### src/rtl/uart_pkg.sv
// Shared types and constants for the UART autobaud slice.
package uart_pkg;

    typedef enum logic [2:0] {
        AB_IDLE = 3'd0,
        AB_ARM  = 3'd1,
        AB_WAIT = 3'd2,
        AB_MEAS = 3'd3,
        AB_CALC = 3'd4,
        AB_ERR  = 3'd5
    } ab_state_t;

    localparam int unsigned SYNC_EDGES = 4;
    localparam int unsigned FRA_BITS   = 4;

endpackage

### src/rtl/uart_rx_sync.sv
// RX input conditioning: 2-flop synchronizer, optional glitch filter, falling-edge pulse.
// Optional filter enabled by `UART_AUTOBAUD_GLITCH_FILTER_EN.
module uart_rx_sync #(
    parameter int unsigned GLITCH_CYCLES = 4
) (
    input  logic i_clk,
    input  logic i_rst,
    input  logic i_rx,
    output logic rx_s,
    output logic fall_pulse
);

    logic sync_q1;
    logic sync_q2;
    logic rx_prev;

    if (GLITCH_CYCLES < 1) begin : g_bad_glitch
        $error("GLITCH_CYCLES must be at least 1");
    end

    always_ff @(posedge i_clk or posedge i_rst) begin
        if (i_rst) begin
            sync_q1 <= 1'b1;
            sync_q2 <= 1'b1;
        end else begin
            sync_q1 <= i_rx;
            sync_q2 <= sync_q1;
        end
    end

`ifdef UART_AUTOBAUD_GLITCH_FILTER_EN
    localparam int unsigned GW = $clog2(GLITCH_CYCLES + 1);

    logic [GW-1:0] run_cnt;
    logic          filt_q;

    // Output follows the synced line only after GLITCH_CYCLES consecutive differing samples.
    always_ff @(posedge i_clk or posedge i_rst) begin
        if (i_rst) begin
            filt_q  <= 1'b1;
            run_cnt <= '0;
        end else if (sync_q2 == filt_q) begin
            run_cnt <= '0;
        end else if (run_cnt == GW'(GLITCH_CYCLES - 1)) begin
            filt_q  <= sync_q2;
            run_cnt <= '0;
        end else begin
            run_cnt <= run_cnt + 1'b1;
        end
    end

    assign rx_s = filt_q;
`else
    assign rx_s = sync_q2;
`endif

    always_ff @(posedge i_clk or posedge i_rst) begin
        if (i_rst) begin
            rx_prev <= 1'b1;
        end else begin
            rx_prev <= rx_s;
        end
    end

    assign fall_pulse = rx_prev & ~rx_s;

endmodule

### src/rtl/uart_autobaud.sv
// Autobaud controller: measures a 0x55 sync character and programs uart_baudgen divisor/fraction.
// Optional RX glitch filter enabled by `UART_AUTOBAUD_GLITCH_FILTER_EN.
module uart_autobaud
    import uart_pkg::*;
#(
    parameter int unsigned COUNTER_WIDTH   = 20,
    parameter int unsigned DEFAULT_DIVISOR = 27,
    parameter int unsigned DEFAULT_FRA     = 8,
    parameter int unsigned MIN_DIVISOR     = 2,
    parameter int unsigned GLITCH_CYCLES   = 4
) (
    input  logic        i_clk,
    input  logic        i_rst,
    input  logic        i_rx,
    input  logic        i_start,
    input  logic        i_abort,
    output logic        o_busy,
    output logic        o_done,
    output logic        o_error,
    output logic [15:0] o_divisor,
    output logic [3:0]  o_fra_adj
);

    localparam int unsigned CW = COUNTER_WIDTH;
    localparam int unsigned EW = $clog2(SYNC_EDGES);
    localparam logic [CW-1:0] CNT_MAX = '1;

    if (COUNTER_WIDTH < 8 || COUNTER_WIDTH > 23) begin : g_bad_width
        $error("COUNTER_WIDTH must be within 8..23");
    end

    ab_state_t       state;
    logic [CW-1:0]   count;
    logic [EW-1:0]   edge_cnt;
    logic            calc_ok;
    logic            rx_s;
    logic            fall_pulse;
    logic [CW:0]     n_meas;
    logic [CW:0]     r_val;
    logic [CW:0]     div_full;
    logic            div_ok;

    uart_rx_sync #(
        .GLITCH_CYCLES (GLITCH_CYCLES)
    ) u_rx_sync (
        .i_clk      (i_clk),
        .i_rst      (i_rst),
        .i_rx       (i_rx),
        .rx_s       (rx_s),
        .fall_pulse (fall_pulse)
    );

    // Divisor is derived from the count value CALC will hold, so results load on CALC entry
    // and o_done coincides with the single CALC cycle.
    always_comb begin
        n_meas   = {1'b0, count} + 1'b1;
        r_val    = (n_meas + (CW+1)'(4)) >> 3;
        div_full = r_val >> FRA_BITS;
        div_ok   = (div_full >= (CW+1)'(MIN_DIVISOR));
    end

    always_ff @(posedge i_clk or posedge i_rst) begin
        if (i_rst) begin
            state     <= AB_IDLE;
            count     <= '0;
            edge_cnt  <= '0;
            calc_ok   <= 1'b0;
            o_done    <= 1'b0;
            o_error   <= 1'b0;
            o_divisor <= 16'(DEFAULT_DIVISOR);
            o_fra_adj <= 4'(DEFAULT_FRA);
        end else begin
            o_done  <= 1'b0;
            o_error <= 1'b0;
            if (i_abort) begin
                state <= AB_IDLE;
            end else begin
                case (state)
                    AB_IDLE: if (i_start) state <= AB_ARM;
                    AB_ARM:  if (rx_s) state <= AB_WAIT;
                    AB_WAIT: begin
                        if (fall_pulse) begin
                            state    <= AB_MEAS;
                            count    <= '0;
                            edge_cnt <= '0;
                        end
                    end
                    AB_MEAS: begin
                        count <= count + 1'b1;
                        if (count == CNT_MAX) begin
                            state   <= AB_ERR;
                            o_error <= 1'b1;
                        end else if (fall_pulse) begin
                            if (edge_cnt == EW'(SYNC_EDGES - 1)) begin
                                state   <= AB_CALC;
                                calc_ok <= div_ok;
                                if (div_ok) begin
                                    o_divisor <= 16'(div_full);
                                    o_fra_adj <= r_val[FRA_BITS-1:0];
                                    o_done    <= 1'b1;
                                end
                            end else begin
                                edge_cnt <= edge_cnt + 1'b1;
                            end
                        end
                    end
                    AB_CALC: begin
                        if (calc_ok) begin
                            state <= AB_IDLE;
                        end else begin
                            state   <= AB_ERR;
                            o_error <= 1'b1;
                        end
                    end
                    AB_ERR:  state <= AB_IDLE;
                    default: state <= AB_IDLE;
                endcase
            end
        end
    end

    assign o_busy = (state != AB_IDLE);

endmodule

### config.mk
export PLATFORM = sky130hd
export DESIGN_NAME = uart_autobaud
export DESIGN_NICKNAME = d
export VERILOG_FILES = /design/src/rtl/uart_pkg.sv /design/src/rtl/uart_rx_sync.sv /design/src/rtl/uart_autobaud.sv
export SDC_FILE = /design/constraint.sdc
export NUM_CORES = 1
export LEC_CHECK = 0
export ABC_AREA = 1
export BUFFER_PORTS_ARGS = -buffer_cell sky130_fd_sc_hd__buf_4
export CAP_MARGIN = 20
export CORE_ASPECT_RATIO = 1.2
export CORE_MARGIN = 2
export CORE_UTILIZATION = 45
export CTS_BUF_LIST = sky130_fd_sc_hd__clkbuf_4
export CTS_CLUSTER_DIAMETER = 30
export DETAILED_ROUTE_END_ITERATION = 8
export HOLD_SLACK_MARGIN = 0.12
export SYNTH_ARGS = -nofsm -noshare
export SYNTH_HDL_FRONTEND = slang
export SYNTH_SLANG_ARGS = --single-unit
### constraint.sdc
create_clock -name i_clk -period 2.27 [get_ports i_clk]
set_input_delay 0.454 -clock i_clk [delete_from_list [all_inputs] [get_ports i_clk]]
set_output_delay 0.454 -clock i_clk [all_outputs]
set_load 0.02 [all_outputs]
# Word-level counts from Yosys, hierarchy flattened
# Cells that the tools add are included.
# word_totals
in_bits	5
ff_bits	49
# classes
bitwise	4
magnitude_cmp	1
reduce_logical	8
mux	26
eq_ne	15
n_addsub	4
# ops
cell	count
one-hot mux 20 bit (2 select lines)	1
2-to-1 mux 3 bit	8
adder 20 x 1 -> 21 bit (second input constant)	1
adder 21 x 3 -> 21 bit (second input constant)	1
adder 20 x 1 -> 20 bit (second input constant)	1
== test 20 bit (second input constant)	1
2-to-1 mux 20 bit	1
one-hot mux 3 bit (5 select lines)	1
>= comparator 14 x 2 -> 1 bit (second input constant)	1
AND reduction 6 bit	2
AND reduction 5 bit	2
2-to-1 mux 1 bit	9
2-to-1 mux 2 bit	4
!= test 2 bit (second input constant)	4
!= test 4 bit (second input constant)	2
== test 3 x 2 -> 1 bit (second input constant)	2
!= test 3 bit (second input constant)	2
one-hot mux 2 bit (2 select lines)	1
== test 3 x 1 -> 1 bit (second input constant)	1
== test 3 bit (second input constant)	1
zero test 3 bit	1
!= test 3 x 2 -> 1 bit (second input constant)	1
NOT 1 bit	3
AND reduction 3 bit	1
6 further kinds	6

# Longest topological paths before layout
# Gate-level depths: netlist of run 1.
# depth
depth_word	9
ltp_mapped	15

# Modules after synthesis
# Synthesis of run 1 repeated with hierarchy kept, for this count alone.
# hier_totals
cells_unflattened	377
hier_area_um2	2790.2
# modules_own_cells
mod	area_each_um2	cells_each	seq_area_each_um2	n_inst
uart_autobaud	2697.6	371	1157.4	1
uart_rx_sync	92.6	6	78.8	1

# Least setup slack after synthesis of run 1
# No wires, ideal clock.
# synth_timing
kind	register to register
start	register u_rx_sync.rx_prev
end	register count[19]
t_arrival_ns	1.840
setup_ns	0.119
period_less_slack_ns	1.959
path_slack_ns	0.311
path_stages_with_launch	11
n_path_buf	0
path_cell_list	dfstp_2 inv_1 or2_2 a21oi_2 inv_1 nor2_4 inv_1 nor2_1 nand3_1 nand2_1 nor2_1
# synth_via
elab_chain_len	3
# synth_rtl
element	line_no	rtl
start: declaration	uart_rx_sync.sv:15	logic rx_prev;
start signal: assignment	uart_rx_sync.sv:61	rx_prev <= rx_s;
bitwise AND 1 bit	uart_rx_sync.sv:65	assign fall_pulse = rx_prev & ~rx_s;
!= test 2 bit (no line)	-	
AND reduction 3 bit (no line)	-	
end signal: assignment	uart_autobaud.sv:89	count <= count + 1'b1;
end: declaration	uart_autobaud.sv:33	logic [CW-1:0] count;
# No other way between the ends.
# A chain may end at the register's enable or synchronous reset.

# Final worst setup path of run 1
# layout_timing
start	register u_rx_sync.rx_prev
end	register o_divisor[10]
# layout_via
elab_chain_len	2
# layout_rtl
element	line_no	rtl
bitwise AND 1 bit	uart_rx_sync.sv:65	
AND reduction 6 bit (no line)	-	
end signal: assignment	uart_autobaud.sv:70	o_divisor <= 16'(DEFAULT_DIVISOR);
end signal: assignment	uart_autobaud.sv:98	o_divisor <= 16'(div_full);
end: declaration	uart_autobaud.sv:20	output logic [15:0] o_divisor,
# No other way between the ends.

==> flow_metrics.tcl, run 1 <==
set metrics [dict create \
    die_height_um 90.7 \
    antenna_violations_before_repair 0 \
    register_bit_total_from_synthesis 49 \
    period_needed_ns 2.10 \
    vias_in_the_first_global_route 2389 \
    drt_first_iter_violations 100 \
    critical_path_arrival_ns 2.42 \
    post_synth_most_frequent_cells "110 x nand2_1, 46 x inv_1, 41 x dfrtp_1" \
    floorplan.initialDensity_pct 46.6 \
    slew_of_the_pin_with_the_lowest_slew_margin_ns 0.504 \
    power_frac_comb_pct 28.1 \
    clk_pin_slew_ns 0.14 \
    global_route.usage.met1_pct 23.9 \
    final_util_pct 54.5 \
    finClkSkew_ns 0.0142 \
    insertion_delay_ns 0.38 \
    ir_worst_vdd_mv 0.467 \
    synth_enable_flop_cells 0 \
    drt_drc_violations_left 0 \
    synth.distinct_cells 35 \
    timing.setup.critical_path_class "reg -> reg" \
    cts_tree "yes" \
    drt_pre_antenna_iters 4 \
    setup.worst_path.start_class "flop" \
    finalSetupViolations 0 \
    max_freq_ghz 0.476 \
    power_frac_seq_pct 47.5 \
    rsz0062_at_grt "false" \
    worstHoldEndpoint "u_rx_sync.sync_q1$_DFF_PP1_" \
    max_cap_violations 0 \
    postSynthCellCount 376 \
    slew_headroom_pct 66.2 \
    routed-via-count 2512 \
    crit_path_top_delay_cell "dfstp_2" \
    worst_hold_path_type "in -> reg" \
    cellLeakagePower_nw 1.62 \
    flow.area_growth_from_synthesis_pct 17.0 \
    clockBufferDepth 2 \
    detailed_place_hpwl_mm 5.11 \
    fp-row-count 31 \
    synth.top_cell.area_share_pct 36.4 \
    cellPowerDensity_nw_per_um2 648 \
    grt.total_usage_pct 20.0 \
    hold_sp "i_rx" \
    insertedDiodeCount 0 \
    cpPeakStageDelay_ns 0.54 \
    r2r_start "u_rx_sync.rx_prev$_DFF_PP1_" \
    grt_max_degree 24 \
    outcome "completed" \
    antenna_violating_nets_left 0 \
    cts_inserted_buffers 5 \
    hold_depth 1 \
    synth_sequential_area_ratio_pct 43.9 \
    critPathMaxFanout 18 \
    required_ns 2.59 \
    synth-main-ff-cell "dfrtp_1" \
    pin_count 28 \
    synth_area_leaders "dfrtp_1 36%, nand2_1 15%, dfstp_2 7.5%, inv_1 6.1%, nand3_1 6.0%" \
    wl_per_cell_um 13.3 \
    cts_root_buffer "clkbuf_4" \
    ys_warn_count 0 \
    worstSetupStartpoint "u_rx_sync.rx_prev$_DFF_PP1_" \
    syn-cell-area_um2 2820 \
    layer_carrying_the_most_global_route_usage "met2" \
    cts_max_level 2 \
    wl_mm 6.63 \
    grtUsageMet2_pct 36.5 \
    worst_setup_path_end_kind "flop" \
    gpl.final_weighted_congestion 0.933 \
    io_buffers 25 \
    cp.buffers_inverters 3 \
    fin_tns_setup_ns 0 \
    wire_length_of_the_first_global_routing_pass_mm 11.1 \
    fp.dieW_um 76.2 \
    regToRegSetupSlack_ns 0.17 \
    critical_path.cell_chain "inv_1 -> or2_2 -> inv_1 -> nand2_1 -> nor4_4 -> buf_4 -> nand3_1 -> nand2_1" \
    synth_most_common_cell "nand2_1" \
    clockPowerShare_pct 24.4 \
    synthesis.area_per_instance_um2 7.49 \
    hold_viol 0 \
    post_drt_via_cell_ratio 5.03 \
    numClockSinks 49 \
    netSwitchingPower_w 0.000726 \
    gr_ovfl_total 0 \
    groute.layer.met3.usage_pct 3.10 \
    switching_share_pct 34.0 \
    layout.nets 423 \
    synth_area_leader_cell "dfrtp_1" \
    finalMaxSlewViolations 0 \
    fill_cells 623 \
    floorplan.die_area_um2 6910 \
    worst_path_dominant_cell_family "simple AND/OR/NAND/NOR gates" \
    core_region_um2 6050 \
    final_min_period_over_clock_period_pct 92.5 \
    ff_to_ff_end "o_divisor[10]$_DFFE_PP0P_" \
    reg2reg_depth 8 \
    fraction_of_registers_with_async_set_or_reset_after_synthesis_pct 100 \
    drive_gt1_share_pct 20.4 \
    power_report.internal_total_w 0.00141 \
]
==> power by group through the flow <==
stage | Clock (W) | Sequential (W) | Combinational (W)
3_5_place_dp | 0 | 0.00103 | 0.000530
5_1_grt | 0.000574 | 0.00103 | 0.000672
3_3_place_gp | 0 | 0.00103 | 0.000519
6_report | 0.000521 | 0.00101 | 0.000602
4_1_cts | 0.000544 | 0.00101 | 0.000534
2_1_floorplan | 0 | 0.00101 | 0.000381
==> placed cells by master (no fill, tap or decap), drive strengths merged, types with 2 or more instances in the layout <==
master,Yosys,layout
a21oi,21,21
a31oi,2,2
buf,8,38
clkbuf,0,5
conb,1,2
dfrtp,41,41
dfstp,8,8
ha,2,2
inv,47,47
nand2,115,115
nand3,35,36
nand4,4,4
nor2,39,39
nor3,17,17
nor4,2,2
o21a,2,2
o21ai,17,17
or2,2,2
xnor2,3,3
xor2,5,5
==> state kept, by name, summed over array words and instances, names as in the netlist <==
| name | flops |
|---|---|
| count | 20 |
| calc_ok | 1 |
| o_error | 1 |
| state | 3 |
| u_rx_sync.rx_prev | 1 |
| o_divisor | 14 |
| o_done | 1 |
| o_fra_adj | 4 |
| u_rx_sync.rx_s | 1 |
| edge_cnt | 2 |
| u_rx_sync.sync_q1 | 1 |
==> final cells by class <==
cell class / count / area, um2 / area share [%]
multi-input combinational: 274 / 1380 / 42.0
tap: 82 / 103 / 3.11
clock buffer: 5 / 37.5 / 1.14
timing repair buffer: 39 / 308 / 9.34
clock inverter: 3 / 46.3 / 1.40
inverter: 47 / 176 / 5.35
sequential: 49 / 1240 / 37.7
==> routing by layer <==
layer	part of all wire (%)	up-vias
met1	44	1141
met3	3.2	18
li1	-	1293
met5	0	-
met2	50	60
met4	2.5	0
==> cell families after synthesis <==
logic type | count (synthesis) | synth area share (%)
buf+inv | 55 | 8.93
simple gates | 215 | 34.7
xor+xnor | 8 | 2.49
flops | 49 | 43.9
compound gates | 46 | 8.97
fa+ha+maj | 2 | 0.888
other cells | 1 | 0.133
==> through the flow <==
stage	std cells	cell area (um2)	setup WS, ns	hold slack (ns)	total power, W
floorplan	377	2820	0.311	0.345	0.00139
global placement	485	3130	0.147	0.346	0.00155
detailed placement	485	3130	0.0985	0.349	0.00156
CTS	494	3220	0.0799	0.157	0.00209
global route	499	3300	0.00117	0.145	0.00227
finish	499	3300	0.170	0.177	0.00214
==> worst max-delay path by stage <==
| stage | endpoint | depth (start not counted) |
|---|---|---|
| after global routing | o_fra_adj[0]$_DFFE_PP0P_ | 12 |
| after detailed placement | calc_ok$_DFFE_PP0P_ | 12 |
| after floorplan | count[19]$_DFFE_PP0P_ | 10 |
| after global placement | calc_ok$_DFFE_PP0P_ | 12 |
| final | o_divisor[10]$_DFFE_PP0P_ | 8 |
| after CTS | calc_ok$_DFFE_PP0P_ | 12 |
==> repair_timing <==
item / CTS / global route
endpoints found under the setup margin: 0 / 21
buffers inserted: 0 / 4
hold buffers: 1 / 0
gates resized for setup: 0 / 13
endpoints found under the hold margin: 8 / 0
No activity file was read; power rests on OpenSTA's default activity.
==> inputs of run 2 (changes only) <==
--- a/config.mk
+++ b/config.mk
@@ -15,6 +15,7 @@
 export CTS_CLUSTER_DIAMETER = 30
 export DETAILED_ROUTE_END_ITERATION = 8
 export HOLD_SLACK_MARGIN = 0.12
+export SETUP_SLACK_MARGIN = 0.5
 export SYNTH_ARGS = -nofsm -noshare
 export SYNTH_HDL_FRONTEND = slang
 export SYNTH_SLANG_ARGS = --single-unit
==> run 2 against run 1 <==
Against the previous run:
- largest cell class unchanged
- critical endpoint is now o_divisor[12]$_DFFE_PP0P_
- highest routed layer unchanged
- worst setup slack gained 0.10 ns
- critical path type unchanged
- combinational power grew 38%
- final area grew 22%
- clock power grew 3%
- sequential power is essentially flat
- non-clock buffer count grew 34
- worst hold slack lost 0.033 ns
- register-to-register slack gained 0.10 ns
- core utilization grew 12 points
- power grew 12%
- die area is the same
- critical path depth grew 7
==> flow_metrics.tcl, run 2 (synthesized netlist as in run 1, its figures left out) <==
set metrics [dict create \
    post-route-worst-setup-slack_ns 0.274 \
    cts_root_buffer "clkbuf_4" \
    largest_reg_flops 20 \
    layout_commonest_cell "nand2_1" \
    fin_worst_hold_slack_ns 0.143 \
    wl_mm 7.85 \
    cellLeakagePower_nw 1.97 \
    setup_slack_at_placement_ns 0.0899 \
    final_min_period_over_clock_period_pct 87.9 \
    fp-row-count 31 \
    max_freq_ghz 0.501 \
    post_dp_cell_area_um2 3170 \
    numClockSinks 49 \
    core_region_um2 6050 \
    cts_tree "yes" \
    clockBufferDepth 2 \
    worst_setup_path_end_kind "flop" \
    drt_first_iter_violations 108 \
    wl_per_cell_um 14.7 \
    vias_in_the_first_global_route 2541 \
    antenna_violations_before_repair 0 \
    wire_length_of_the_first_global_routing_pass_mm 12.2 \
    max_cap_violations 0 \
    post-place-cells 484 \
    finalSetupViolations 0 \
    slew_of_the_pin_with_the_lowest_slew_margin_ns 0.519 \
    clk_pin_slew_ns 0.15 \
    drive_gt1_share_pct 43.3 \
    floorplan.die_area_um2 6910 \
    grt.total_usage_pct 22.0 \
    io_buffers 25 \
    flow.area_growth_from_synthesis_pct 43.1 \
    worst_hold_path_type "in -> reg" \
    reg.largest.list "count (20), o_divisor (14), o_fra_adj (4)" \
    drt_drc_violations_left 0 \
    detailed_place_hpwl_mm 5.01 \
    setup.worst_path.start_class "flop" \
    gpl.final_weighted_congestion 0.898 \
    timing.setup.critical_path_class "reg -> reg" \
    gr_ovfl_total 0 \
    die_height_um 90.7 \
    pin_count 28 \
    post_drt_via_cell_ratio 5.13 \
    antenna_violating_nets_left 0 \
    insertedDiodeCount 0 \
    routed-via-count 2746 \
    most-common-layout-cells "68 x nand2_1, 61 x buf_4, 40 x inv_1, 35 x nand2_2, 32 x dfrtp_1" \
    drt_pre_antenna_iters 5 \
    ir_worst_vdd_mv 0.529 \
    layout.nets 459 \
    cellPowerDensity_nw_per_um2 594 \
    final_design_area_no_fill_um2 4030 \
    period_needed_ns 2.00 \
    required_ns 2.61 \
    outcome "completed" \
    cts_inserted_buffers 5 \
    critical_path_arrival_ns 2.34 \
    finalMaxSlewViolations 0 \
    cts_max_level 2 \
    critPathMaxFanout 7 \
    fp.dieW_um 76.2 \
    finClkSkew_ns 0.0202 \
    registers.top_by_ff_count "count" \
    floorplan.initialDensity_pct 46.6 \
    rsz0062_at_grt "true" \
    hold_viol 0 \
    fin_tns_setup_ns 0 \
    insertion_delay_ns 0.40 \
    finalNonFillerCells 535 \
    grt_max_degree 28 \
    slew_headroom_pct 65.4 \
]
-- run 2: cell types whose count changed in the layout (fill, tap and decap cells not counted), moves of 5 or more --
| cell | before | now |
|---|---|---|
| nand2_1 | 110 | 68 |
| nand2_2 | 4 | 35 |
| buf_4 | 37 | 61 |
| nand2_4 | 0 | 10 |
| nor2_1 | 28 | 19 |
| nor2_4 | 5 | 14 |
| buf_6 | 0 | 6 |
| inv_1 | 45 | 40 |
| inv_2 | 2 | 7 |
| nor3_1 | 15 | 10 |
-- run 2: worst max-delay path, stage by stage, from the launching register on --
cell and delay (ns):
dfrtp_1 0.45, ha_4 0.19, nand2_4 0.09, nand2_8 0.08, nand2_4 0.09, nand2_2 0.05
nand2_2 0.07, nand2_1 0.05, nor2_1 0.08, nand2_1 0.08, nor2_2 0.15, nand3_4 0.15
buf_12 0.19, nand2_8 0.10, nand2_2 0.05, nand2_1 0.05
-- run 2: final timing paths --
kind                                                     to  slack [ns]  cells past startpoint                         from
worst min-delay path            u_rx_sync.sync_q1$_DFF_PP1_        0.14                      1                         i_rx
worst max-delay path              o_divisor[12]$_DFFE_PP0P_        0.27                     15         count[0]$_DFFE_PP0P_
worst min register to register     u_rx_sync.rx_s$_DFF_PP1_        0.37                      0  u_rx_sync.sync_q1$_DFF_PP1_
max in group asynchronous       u_rx_sync.sync_q1$_DFF_PP1_        1.05                      4                        i_rst
min in group asynchronous          o_fra_adj[2]$_DFFE_PP0P_        0.62                      3                        i_rst
worst max register to register    o_divisor[12]$_DFFE_PP0P_        0.27                     15         count[0]$_DFFE_PP0P_
-- run 2: through the flow --
stage / total power, W / utilization (%)
floorplan: 0.00141 / -
global placement: 0.00154 / 52.4
detailed placement: 0.00155 / 52.4
CTS: 0.00230 / 58.7
global route: 0.00252 / 66.6
finish: 0.00239 / 66.6
-- run 2: cell type report --
cell class                      count  area [um2]
Clock buffer                        5        37.5
Clock inverter                      3        46.3
Fill cell                         504        2020
Inverter                           47         176
Multi-Input combinational cell    276        1780
Sequential cell                    49        1250
Tap cell                           82         103
Timing Repair Buffer               73         638
-- run 2: repair_timing --
action,4_1_cts,5_1_grt
endpoints found under the hold margin,19,0
setup endpoints to repair,30,36
hold buffers,1,0
cloned,4,0
resized for setup,30,81
setup buffers,14,24
pin swaps,10,31
-- run 2: where the power goes --
group	total [W]	switching (W)	leakage, nW	internal (W)
registers	0.00102	0.0000794	0.628	0.000945
clock network	0.000539	0.000306	0.0414	0.000233
logic	0.000831	0.000478	1.30	0.000353
-- run 2: per-layer routing --
layer / up-vias / track usage (%) / share of wire (%)
li1: 1364 / - / -
met3: 12 / 3.00 / 4.4
met1: 1294 / 27.2 / 42
met2: 76 / 39.5 / 52
met4: 0 / 6.67 / 1.3
met5: - / 0 / 0
